[config.mk]
export PLATFORM = sky130hd
export DESIGN_NAME = sad_buf_prefetch
export DESIGN_NICKNAME = d
export VERILOG_FILES = /design/src/rtl/sad_buf_prefetch.sv
export SDC_FILE = /design/constraint.sdc
export NUM_CORES = 1
export LEC_CHECK = 0
export ABC_AREA = 1
export CORE_MARGIN = 5
export CORE_UTILIZATION = 25
export CTS_CLUSTER_DIAMETER = 120
export DETAILED_ROUTE_END_ITERATION = 10
export SKIP_LAST_GASP = 1
export SLEW_MARGIN = 20
export SYNTH_ARGS = -nofsm -noshare
export SYNTH_HDL_FRONTEND = slang
export SYNTH_SLANG_ARGS = --single-unit
[constraint.sdc]
create_clock -name Clk -period 5.2 [get_ports Clk]
set_input_delay 1.56 -clock Clk [delete_from_list [all_inputs] [get_ports Clk]]
set_output_delay 1.56 -clock Clk [all_outputs]
set_load 0.005 [all_outputs]
[src/rtl/sad_buf_prefetch.sv]
`default_nettype none
// ============================================================================
// Module      : sad_buf_prefetch
// Description : Prefetch engine for the SAD buffer banks. It fills bank A
//               (window) and bank B (frame) from data memory over a
//               req/gnt/rvalid read port. It refills a bank from the next
//               strided address after each consume, and reports
//               all_buf_flags to decode.
// Revision    : 1.0 - initial release
// ============================================================================
module sad_buf_prefetch #(
    parameter int DEPTH  = 16,
    parameter int IDX_W  = 4,
    parameter int DATA_W = 32
) (
    input  logic              Clk,
    input  logic              Reset,
    input  logic              cfg_start,
    input  logic [31:0]       cfg_addr_a,
    input  logic [31:0]       cfg_addr_b,
    input  logic [31:0]       cfg_stride,
    input  logic              ID_load_buff_a,
    input  logic              ID_load_buff_b,
    input  logic              ID_stall,
    output logic              all_buf_flags,
    output logic              mem_req,
    output logic [31:0]       mem_addr,
    input  logic              mem_gnt,
    input  logic              mem_rvalid,
    input  logic [DATA_W-1:0] mem_rdata,
    output logic              buf_we,
    output logic              buf_sel,
    output logic [IDX_W-1:0]  buf_idx,
    output logic [DATA_W-1:0] buf_wdata,
    output logic              busy
);

    localparam logic [IDX_W-1:0] LAST_IDX = IDX_W'(DEPTH - 1);

    typedef enum logic [2:0] {
        S_IDLE  = 3'd0,
        S_REQ   = 3'd1,
        S_WAIT  = 3'd2,
        S_READY = 3'd3,
        S_DRAIN = 3'd4
    } state_t;

    state_t           r_state;
    logic             r_sel;
    logic [IDX_W-1:0] r_count;
    logic [31:0]      r_ptr_a;
    logic [31:0]      r_ptr_b;
    logic [31:0]      r_stride;
    logic             r_valid_a;
    logic             r_valid_b;

    logic             w_cons_a;
    logic             w_cons_b;
    logic             w_fill_last;
    logic             w_outstanding;
    logic [31:0]      w_ptr_a_nx;
    logic [31:0]      w_ptr_b_nx;
    logic             w_valid_a_nx;
    logic             w_valid_b_nx;
    logic             w_need_fill;
    logic             w_next_sel;
    logic [31:0]      w_next_addr;
    logic [IDX_W-1:0] w_cnt_inc;
    logic [31:0]      w_cont_addr;
    logic [31:0]      w_cfg_a_al;
    logic [31:0]      w_cfg_b_al;

    assign all_buf_flags = r_valid_a & r_valid_b;

    // Consume/fill bookkeeping and next-bank choice. A consume on this edge
    // wins over a fill that completes on the same edge.
    always_comb begin
        w_cons_a      = ID_load_buff_a & ~ID_stall;
        w_cons_b      = ID_load_buff_b & ~ID_stall;
        w_fill_last   = (r_state == S_WAIT) & mem_rvalid & (r_count == LAST_IDX);
        w_outstanding = (((r_state == S_WAIT) | (r_state == S_DRAIN)) & ~mem_rvalid)
                      | ((r_state == S_REQ) & mem_gnt);
        w_ptr_a_nx    = w_cons_a ? (r_ptr_a + r_stride) : r_ptr_a;
        w_ptr_b_nx    = w_cons_b ? (r_ptr_b + r_stride) : r_ptr_b;
        w_valid_a_nx  = ~w_cons_a & (r_valid_a | (w_fill_last & ~r_sel));
        w_valid_b_nx  = ~w_cons_b & (r_valid_b | (w_fill_last &  r_sel));
        w_need_fill   = ~w_valid_a_nx | ~w_valid_b_nx;
        w_next_sel    = w_valid_a_nx;
        w_next_addr   = w_next_sel ? w_ptr_b_nx : w_ptr_a_nx;
        w_next_addr   = {w_next_addr[31:2], 2'b00};
        w_cnt_inc     = r_count + 1'b1;
        w_cont_addr   = (r_sel ? w_ptr_b_nx : w_ptr_a_nx)
                      + {{(30-IDX_W){1'b0}}, w_cnt_inc, 2'b00};
        w_cont_addr   = {w_cont_addr[31:2], 2'b00};
        w_cfg_a_al    = {cfg_addr_a[31:2], 2'b00};
        w_cfg_b_al    = {cfg_addr_b[31:2], 2'b00};
    end

    // Fill FSM with registered memory-port, buffer-write and busy outputs.
    always_ff @(posedge Clk) begin
        if (!Reset) begin
            r_state   <= S_IDLE;
            r_sel     <= 1'b0;
            r_count   <= '0;
            r_ptr_a   <= '0;
            r_ptr_b   <= '0;
            r_stride  <= '0;
            r_valid_a <= 1'b0;
            r_valid_b <= 1'b0;
            mem_req   <= 1'b0;
            mem_addr  <= '0;
            buf_we    <= 1'b0;
            buf_sel   <= 1'b0;
            buf_idx   <= '0;
            buf_wdata <= '0;
            busy      <= 1'b0;
        end else begin
            buf_we    <= 1'b0;
            r_ptr_a   <= w_ptr_a_nx;
            r_ptr_b   <= w_ptr_b_nx;
            r_valid_a <= w_valid_a_nx;
            r_valid_b <= w_valid_b_nx;
            if (cfg_start) begin
                // Restart: a read already granted must be drained and dropped.
                r_ptr_a   <= w_cfg_a_al;
                r_ptr_b   <= w_cfg_b_al;
                r_stride  <= cfg_stride;
                r_valid_a <= 1'b0;
                r_valid_b <= 1'b0;
                r_count   <= '0;
                r_sel     <= 1'b0;
                busy      <= 1'b1;
                if (w_outstanding) begin
                    r_state <= S_DRAIN;
                    mem_req <= 1'b0;
                end else begin
                    r_state  <= S_REQ;
                    mem_req  <= 1'b1;
                    mem_addr <= w_cfg_a_al;
                end
            end else begin
                case (r_state)
                    S_IDLE: begin
                        busy <= 1'b0;
                    end
                    S_READY: begin
                        if (w_need_fill) begin
                            r_state  <= S_REQ;
                            r_sel    <= w_next_sel;
                            r_count  <= '0;
                            mem_req  <= 1'b1;
                            mem_addr <= w_next_addr;
                            busy     <= 1'b1;
                        end
                    end
                    S_REQ: begin
                        if (mem_gnt) begin
                            r_state <= S_WAIT;
                            mem_req <= 1'b0;
                        end
                    end
                    S_WAIT: begin
                        if (mem_rvalid) begin
                            buf_we    <= 1'b1;
                            buf_sel   <= r_sel;
                            buf_idx   <= r_count;
                            buf_wdata <= mem_rdata;
                            if (r_count == LAST_IDX) begin
                                r_count <= '0;
                                if (w_need_fill) begin
                                    r_state  <= S_REQ;
                                    r_sel    <= w_next_sel;
                                    mem_req  <= 1'b1;
                                    mem_addr <= w_next_addr;
                                end else begin
                                    r_state <= S_READY;
                                    busy    <= 1'b0;
                                end
                            end else begin
                                r_count  <= w_cnt_inc;
                                r_state  <= S_REQ;
                                mem_req  <= 1'b1;
                                mem_addr <= w_cont_addr;
                            end
                        end
                    end
                    S_DRAIN: begin
                        if (mem_rvalid) begin
                            r_count <= '0;
                            if (w_need_fill) begin
                                r_state  <= S_REQ;
                                r_sel    <= w_next_sel;
                                mem_req  <= 1'b1;
                                mem_addr <= w_next_addr;
                            end else begin
                                r_state <= S_READY;
                                busy    <= 1'b0;
                            end
                        end
                    end
                    default: begin
                        r_state <= S_IDLE;
                        mem_req <= 1'b0;
                        busy    <= 1'b0;
                    end
                endcase
            end
        end
    end

endmodule
`default_nettype wire

# After elaboration in Yosys (flattened, before gate mapping)

Cells that the tools add are included.

Bits in registers: 178
Input port bits: 136
Output and inout port bits: 73

Add/subtract/negate cells: 4
Equal/unequal tests: 17
Muxes and demuxes: 48
Bitwise gates (word level): 26
Reductions and logical operators: 12

Operators with widths:

| operator                                      | count |
|---|---|
| 2-to-1 mux 32 bit                             | 12 |
| one-hot mux 32 bit (3 select lines)           | 1 |
| adder 32 bit                                  | 2 |
| adder 32 x 6 -> 32 bit                        | 1 |
| 2-to-1 mux 3 bit                              | 7 |
| 2-to-1 mux 1 bit                              | 18 |
| 2-to-1 mux 4 bit                              | 4 |
| AND reduction 4 bit                           | 4 |
| one-hot mux 3 bit (5 select lines)            | 1 |
| != test 2 bit, second input constant          | 6 |
| != test 3 bit, second input constant          | 4 |
| one-hot mux 4 bit (3 select lines)            | 1 |
| AND 1 bit                                     | 11 |
| NOT 1 bit                                     | 10 |
| AND reduction 5 bit                           | 2 |
| == test 3 x 2 -> 1 bit, second input constant | 2 |
| bitwise OR 1 bit                              | 5 |
| one-hot mux 1 bit (5 select lines)            | 1 |
| adder 4 x 1 -> 4 bit, second input constant   | 1 |
| == test 4 bit, second input constant          | 1 |
| one-hot mux 1 bit (4 select lines)            | 1 |
| nonzero test 4 bit                            | 1 |
| == test 3 x 1 -> 1 bit, second input constant | 1 |
| == test 3 bit, second input constant          | 1 |
| other kinds (9)                               | 9 |

# Logic depth before layout (Yosys ltp)

Gate-level depths: netlist of run 1.

Depth after elaboration: 13
Mapped depth: 30
Gate-level depth less buffers: 30

# Worst setup path after synthesis of run 1

Ideal clock, no wire load.

Path kind: input -> register
Start point: input port ID_stall
End point: register mem_addr[30]
Library setup time: 0.122 ns
Arrival time: 4.701 ns
Required time: 5.078 ns
Setup slack: 0.377 ns
Cell stages on the path: 26
Path buffers: 4
Cell sequence: inv_2 > nand2_2 > inv_2 > buf_2 > buf_2 > buf_2 > buf_2 > o21ai_0 > o21ai_0 > ha_1 > inv_1 > fa_1 > nand3b_1 > and2_0 > inv_1 > nand3_2 > nor2_4 > nand3_4 > nor2_4 > nand3_4 > o21ai_1 > nand2_1 > nand2_1 > nand2_1 > nand2_1 > a21oi_2

Cells in the longest elaborated chain, start to end: 11
Elaborated cells between the ends (all ways): 21
Those cells by class: add/sub: 1; mux: 10; bitwise: 10

Ends and longest elaborated chain:

| element                                                        | RTL line | text |
|---|---|---|
| start, declared                                                | 24       | `input logic ID_stall,` |
| NOT 1 bit *                                                    | 78, 79   |  |
| branches (longest 8 deep; another with adder 32 x 6 -> 32 bit) | -        |  |
| one-hot mux 32 bit (3 select lines) *                          | 142      | `case (r_state)` |
| 2-to-1 mux 32 bit *                                            | 123      | `if (cfg_start) begin` |
| end signal, assigned                                           | 139      | `mem_addr <= w_cfg_a_al;` |
| end signal, assigned                                           | 152      | `mem_addr <= w_next_addr;` |
| end signal, assigned                                           | 174      | `mem_addr <= w_next_addr;` |
| end, declared                                                  | 27       | `output logic [31:0] mem_addr,` |

Mark *: on every way between the ends. The select of a mux whose other input is x is not followed.
A chain may end at the register's enable or synchronous reset.

# Final worst setup path of run 1

Ends and elaborated chain as after synthesis.

==> metrics, run 1 <==
final wirelength=58600 um; Multi-input gate area=9420 sq um; leakage power=8.67 nW; critical path arrival=5090 ps; post-CTS setup buffer count=0; CP startpoint kind=input port; CTS tree=built; post-cts repair resize count=0; vias in the first global route=15400; register clock-pin slew on the reported worst setup and hold paths=60 ps; Net count, final=2882; Hold Crit Class=reg2reg; most used cell, CP=nand2_1; ANT cells=0; Slew Viols, Final=0; Final Util=31.4%; largest net degree at the start of global routing=115; CP max stage delay=470 ps; global-route wire length before repair=89100 um; Yosys warnings=0; Die W=252 um; area of the die=63600 sq um; EDFF count, synth=0; R2R setup slack=640 ps; final global-route overflow total=0; CP startpoint=ID_stall; Final TNS setup=0 ps; Synth area leaders=dfxtp_1 (24%), nand2_1 (19%), inv_1 (8.2%), nand3_1 (6.9%), nor2_1 (6.5%); hold endpoint=mem_addr[1]; # IOs=209; Critical R2R Capture=mem_addr[29]; area leader, netlist=dfxtp_1; fraction of layout cells with a size suffix above 1=9.08%; Clk Latency, worst-skew pair=470 ps; total number of vias=16400; Unique masters post-synth=49; Mapped Area=14700 sq um; gpl congestion=0.983; reg2reg path depth=29; CTS Buffer Depth=2; # DRC=0; Mapped Cells=2503; CTS Sinks=178; final period utilization=90.2%; sequential cell area=3560 sq um; drt wl/cell=17.0 um; Worst setup EP type=flop; Core Rows=88; Hold Crit Depth=2; total power per unit cell area=232 nW/um^2; FF+latch count, synth=178; Fillers=6574; top_reg_cell synth=dfxtp_1; critical-path maximum fanout=6; RSZ-0062 raised after global routing=no; Die Span Y=252 um; crit-path cells=clkdlybuf4s50_1 -> inv_2 -> nand2_2 -> inv_1 -> nand2_1 -> o22ai_1 -> o21ai_0 -> inv_1 -> fa_1 -> nand3b_1 -> and2_0 -> inv_1 -> nand3_2 -> nor2_4 -> nand3_4 -> nor2_4 -> nand3_4 -> nor2_2 -> nand2_1 -> nand2_1 -> nand2_1 -> nand2_1 -> nand2_1 -> a21oi_2; worst vdd ir=246 uV; WP buf/inv=5; setup violators final=0; status=finished clean; Final min period=4690 ps; Slew HR=26.6%; Worst EP required=5590 ps; CP Class=in2reg; 1st-pass router iterations=7; most frequent cell after synthesis=nand2_1; syn_nets=2709; Hold Buf Count CTS=0; FFs w/ async S/R, synth=0%; Post-DRT Antenna Nets=0; post-synthesis area per instance=5.86 sq um; Worst Tran Pin Value=1100 ps; total power draw=0.00423 W; initial core utilization=25.3%; worst clock skew=12.5 ps; RR Startpoint=r_stride[0]; hpwl dp=46500 um; maxcap violations=0; H-tree levels=4; Worst Hold Slack=434 ps; total CTS buffers=17; Hold Vio Cnt, Final=0; Core Footprint=57900 sq um; 1st-iter DRT viols=1191; Layout area overhead=24.1%; Root Driver=clkbuf_16; top cells by count, synth=nand2_1 (742), inv_1 (320), nor2_1 (255), nand3_1 (203), dfxtp_1 (178); Top Family by Delay on Critical Path=simple AND/OR/NAND/NOR gates; GRT Total Usage=17.9%; top-area cell type share of the netlist area=24.3%; via-per-instance ratio=4.74; Port-buffer cells=204; min-delay src=mem_addr[1]; highest clock rate=0.213 GHz; sequential share of the synthesized area=24.3%; antenna violations before repair=0; CP max-delay cell=clkdlybuf4s50_1
## through the flow
stage	area, sq um	worst slack (ps)	std cells
2_1_floorplan	14700	377	2503
6_report	18200	508	3453
3_3_place_gp	17600	52.1	3422
5_1_grt	18200	123	3453
3_5_place_dp	17600	25.0	3422
4_1_cts	18200	511	3453
## worst register-to-register path: cells and delay by family, from the launching register on
kind	cells	cell delay, ps
adder cells (fa/ha/maj)	3	1060
AND/OR/NAND/NOR	16	1710
buffers and inverters	5	400
AO/OA/AOI/OAI	5	910
flip-flops	1	410
## power by group
group / leakage (nW) / switching [W] / internal [W]
Sequential: 1.47 / 0.000100 / 0.00147
Clock: 0.278 / 0.000600 / 0.000733
Combinational: 6.92 / 0.000804 / 0.000526
## cell type report
type / count / area share, %
multi-input combinational: 1883 / 51.8
tap: 765 / 5.26
timing repair buffer: 244 / 13.0
sequential: 178 / 19.6
inverter: 352 / 7.27
clock buffer: 23 / 2.57
clock inverter: 8 / 0.571
## worst max path at each step
stage	endpoint	slack, ps	cells past startpoint
after CTS	mem_addr[30]	510	24
after floorplan	mem_addr[30]	380	26
after global placement	mem_addr[30]	50	26
after detailed placement	mem_addr[30]	30	24
after global routing	mem_addr[29]	120	29
final	mem_addr[30]	510	24
## per-layer routing
metal  share of wire (%)  global-route usage, %
met1                  46                   24.2
met2                  44                   28.7
met3                 6.3                   3.05
met4                 3.1                   6.42
met5                   0                      0
## registers in the layout, summed over array words and instances, names as in the netlist, 3 cells and up, named ones only
name,cells
buf_wdata,32
mem_addr,32
r_stride,32
r_ptr_a,30
r_ptr_b,30
buf_idx,4
r_count,4
r_state,3
## kinds of logic (layout without fill, tap and decap cells)
family | Yosys count | count (layout) | synth area share [%]
adder cells (fa/ha/maj) | 70 | 70 | 6.12
multiplexers | 1 | 1 | 0.0682
AO/OA/AOI/OAI | 403 | 403 | 15.3
flip-flops | 178 | 178 | 24.3
XOR/XNOR | 13 | 13 | 0.776
AND/OR/NAND/NOR | 1396 | 1396 | 41.9
buffers and inverters | 442 | 627 | 11.6
## placed cells by master, fill, tap and decap left out, types with 16 or more instances in the layout
cell             Yosys  routed
inv_1              320     320
clkdlybuf4s50_1      0     202
nand2_1            742     742
ha_1                67      67
nand3_1            203     203
o22ai_1             16      16
nor2_2              17      17
o221ai_1            20      20
nand4_1             30      30
o21ai_0            173     173
nand3_2             24      24
or2_2               47      47
nor2_1             255     254
nand2_2             38      38
dfxtp_1            178     178
clkbuf_16            0      17
a31oi_1             20      20
a21oi_1            134     134
buf_4                2      40
inv_2               24      24
(Power assumes the default switching activity.)
==> inputs of run 2 (changes only) <==
--- a/config.mk
+++ b/config.mk
@@ -6,9 +6,9 @@
 export NUM_CORES = 1
 export LEC_CHECK = 0
 export ABC_AREA = 1
-export CORE_MARGIN = 5
 export CORE_UTILIZATION = 25
 export CTS_CLUSTER_DIAMETER = 120
+export CTS_CLUSTER_SIZE = 8
 export DETAILED_ROUTE_END_ITERATION = 10
 export SKIP_LAST_GASP = 1
 export SLEW_MARGIN = 20
==> metrics, run 2 (synthesized netlist as in run 1, its figures left out) <==
Core Footprint=57800 sq um (-0.19%); 1st-iter DRT viols=1082 (-9.2%); gpl congestion=0.971 (-1.3%); RSZ-0062 raised after global routing=no; Port-buffer cells=204 (unchanged); ANT cells=0 (unchanged); Layout area overhead=24.8%; CP startpoint kind=input port; CTS Sinks=178 (unchanged); hpwl dp=46400 um (-0.34%); # DRC=0 (unchanged); total number of vias=16400 (+0.24%); highest clock rate=0.212 GHz (-0.54%); Worst setup EP type=flop; post-CTS setup buffer count=0 (unchanged); total CTS buffers=17 (unchanged); CP Class=in2reg; global-route wire length before repair=90500 um (+1.6%); final wirelength=58800 um (+0.29%); CTS tree=built; leakage power=8.72 nW (+0.56%); Post-DRT Antenna Nets=0 (unchanged); Worst EP required=5610 ps (+20 ps); Clk Latency, worst-skew pair=480 ps (about the same); final global-route overflow total=0 (unchanged); critical-path maximum fanout=7 (+1); most common cell after layout, fill and taps aside=nand2_1; fraction of layout cells with a size suffix above 1=9.33% (+0.25 points); worst clock skew=14.0 ps (+1.45 ps); worst vdd ir=258 uV (+4.8%); total power per unit cell area=241 nW/um^2 (+3.6%); Root Driver=clkbuf_16; commonest non-fill, non-tap cells in the layout=nand2_1 (742), inv_1 (319), nor2_1 (254), nand3_1 (203), clkdlybuf4s50_1 (202); Worst Tran Pin Value=1120 ps (+19.8 ps); maxcap violations=0 (unchanged); Die Span Y=244 um (-3.2%); GRT Total Usage=19.7% (+1.8 points); R2R setup slack=670 ps (+30 ps); largest net degree at the start of global routing=139 (+21%); status=finished clean; initial core utilization=25.4% (+0.048 points); Final min period=4720 ps (+25.5 ps); # IOs=209 (unchanged); vias in the first global route=15600 (+0.98%); Hold Buf Count CTS=0 (unchanged); area of the die=59600 sq um (-6.2%); Final TNS setup=0 ps (unchanged); Hold Vio Cnt, Final=0 (unchanged); critical path arrival=5130 ps (+40 ps); CTS Buffer Depth=2 (unchanged); Net count, final=2884 (+0.069%); Slew HR=25.3% (-1.3 points); drt wl/cell=17.0 um (+0.20%); post-cts repair resize count=0 (unchanged); worst slack, placed=91.9 ps (+66.9 ps); Final Util=31.7% (+0.23 points); register clock-pin slew on the reported worst setup and hold paths=70 ps (about the same); final period utilization=90.7% (+0.49 points); via-per-instance ratio=4.74 (+0.16%); Die W=244 um (-3.2%); top flop regs=buf_wdata: 32 flops, mem_addr: 32 flops, r_stride: 32 flops; 1st-pass router iterations=5 (-2); Core Rows=88 (unchanged); antenna violations before repair=1 (+1); H-tree levels=4 (unchanged); Slew Viols, Final=0 (unchanged); fin worst setup slack=483 ps (-25.5 ps); Hold Crit Class=reg2reg; setup violators final=0 (unchanged)
==> run 2: worst paths after layout <==
path	start	to	depth (start not counted)
min	mem_addr[0]	mem_addr[0]	2
max	ID_stall	mem_addr[30]	25
max reg2reg	r_stride[0]	mem_addr[29]	29
min reg2reg	mem_addr[0]	mem_addr[0]	2
==> run 2: through the flow <==
stage / instances / instance area [sq um] / power, W / hold WS [ps]
3_3_place_gp: 3424 / 17600 / 0.00291 / 427
6_report: 3456 / 18300 / 0.00440 / 435
4_1_cts: 3456 / 18300 / 0.00442 / 436
3_5_place_dp: 3424 / 17600 / 0.00291 / 427
5_1_grt: 3456 / 18300 / 0.00464 / 467
2_1_floorplan: 2503 / 14700 / 0.00239 / 431
==> run 2: layer usage <==
layer	track usage (%)	share of wire, %	up-vias	routed length [um]
li1	-	-	8398	-
met1	26.2	46	7381	27200
met2	31.5	44	548	25900
met3	3.44	6.5	70	3830
met4	7.48	3.1	0	1850
met5	0	0	-	0
==> run 2: power breakdown <==
group	switching, W	internal (W)
clock network	0.000622	0.000879
logic	0.000812	0.000524
registers	0.000101	0.00147
==> run 2: final cells by class <==
class | instances | area (sq um)
fill | 6448 | 39500
multi-input combinational | 1883 | 9420
sequential | 178 | 3560
timing repair buffer | 246 | 2380
inverter | 352 | 1320
tap | 765 | 957
clock buffer | 19 | 453
clock inverter | 13 | 204
==> run 2: worst max-delay path: stages <==
cell and delay [ps]:
clkdlybuf4s50_1 470, inv_2 40, nand2_2 170, inv_2 110
nand2_1 80, o21ai_0 100, o21ai_0 300, ha_1 250
inv_1 60, fa_1 370, nand3b_1 160, and2_0 150
inv_1 80, nand3_2 110, nor2_4 140, nand3_4 100
nor2_4 200, nand3_4 130, nor2_2 100, nand2_1 50
nand2_1 60, nand2_1 50, nand2_1 100, nand2_1 60
a21oi_2 120
==> inputs of run 3 (changes only) <==
--- a/config.mk
+++ b/config.mk
@@ -6,10 +6,12 @@
 export NUM_CORES = 1
 export LEC_CHECK = 0
 export ABC_AREA = 1
+export ABC_CLOCK_PERIOD_IN_PS = 5200
 export CORE_UTILIZATION = 25
 export CTS_CLUSTER_DIAMETER = 120
 export CTS_CLUSTER_SIZE = 8
 export DETAILED_ROUTE_END_ITERATION = 10
+export HOLD_SLACK_MARGIN = 0.08
 export SKIP_LAST_GASP = 1
 export SLEW_MARGIN = 20
 export SYNTH_ARGS = -nofsm -noshare
==> results of run 3 <==
No change in the layout: final DEF, timing and power equal those of run 2.
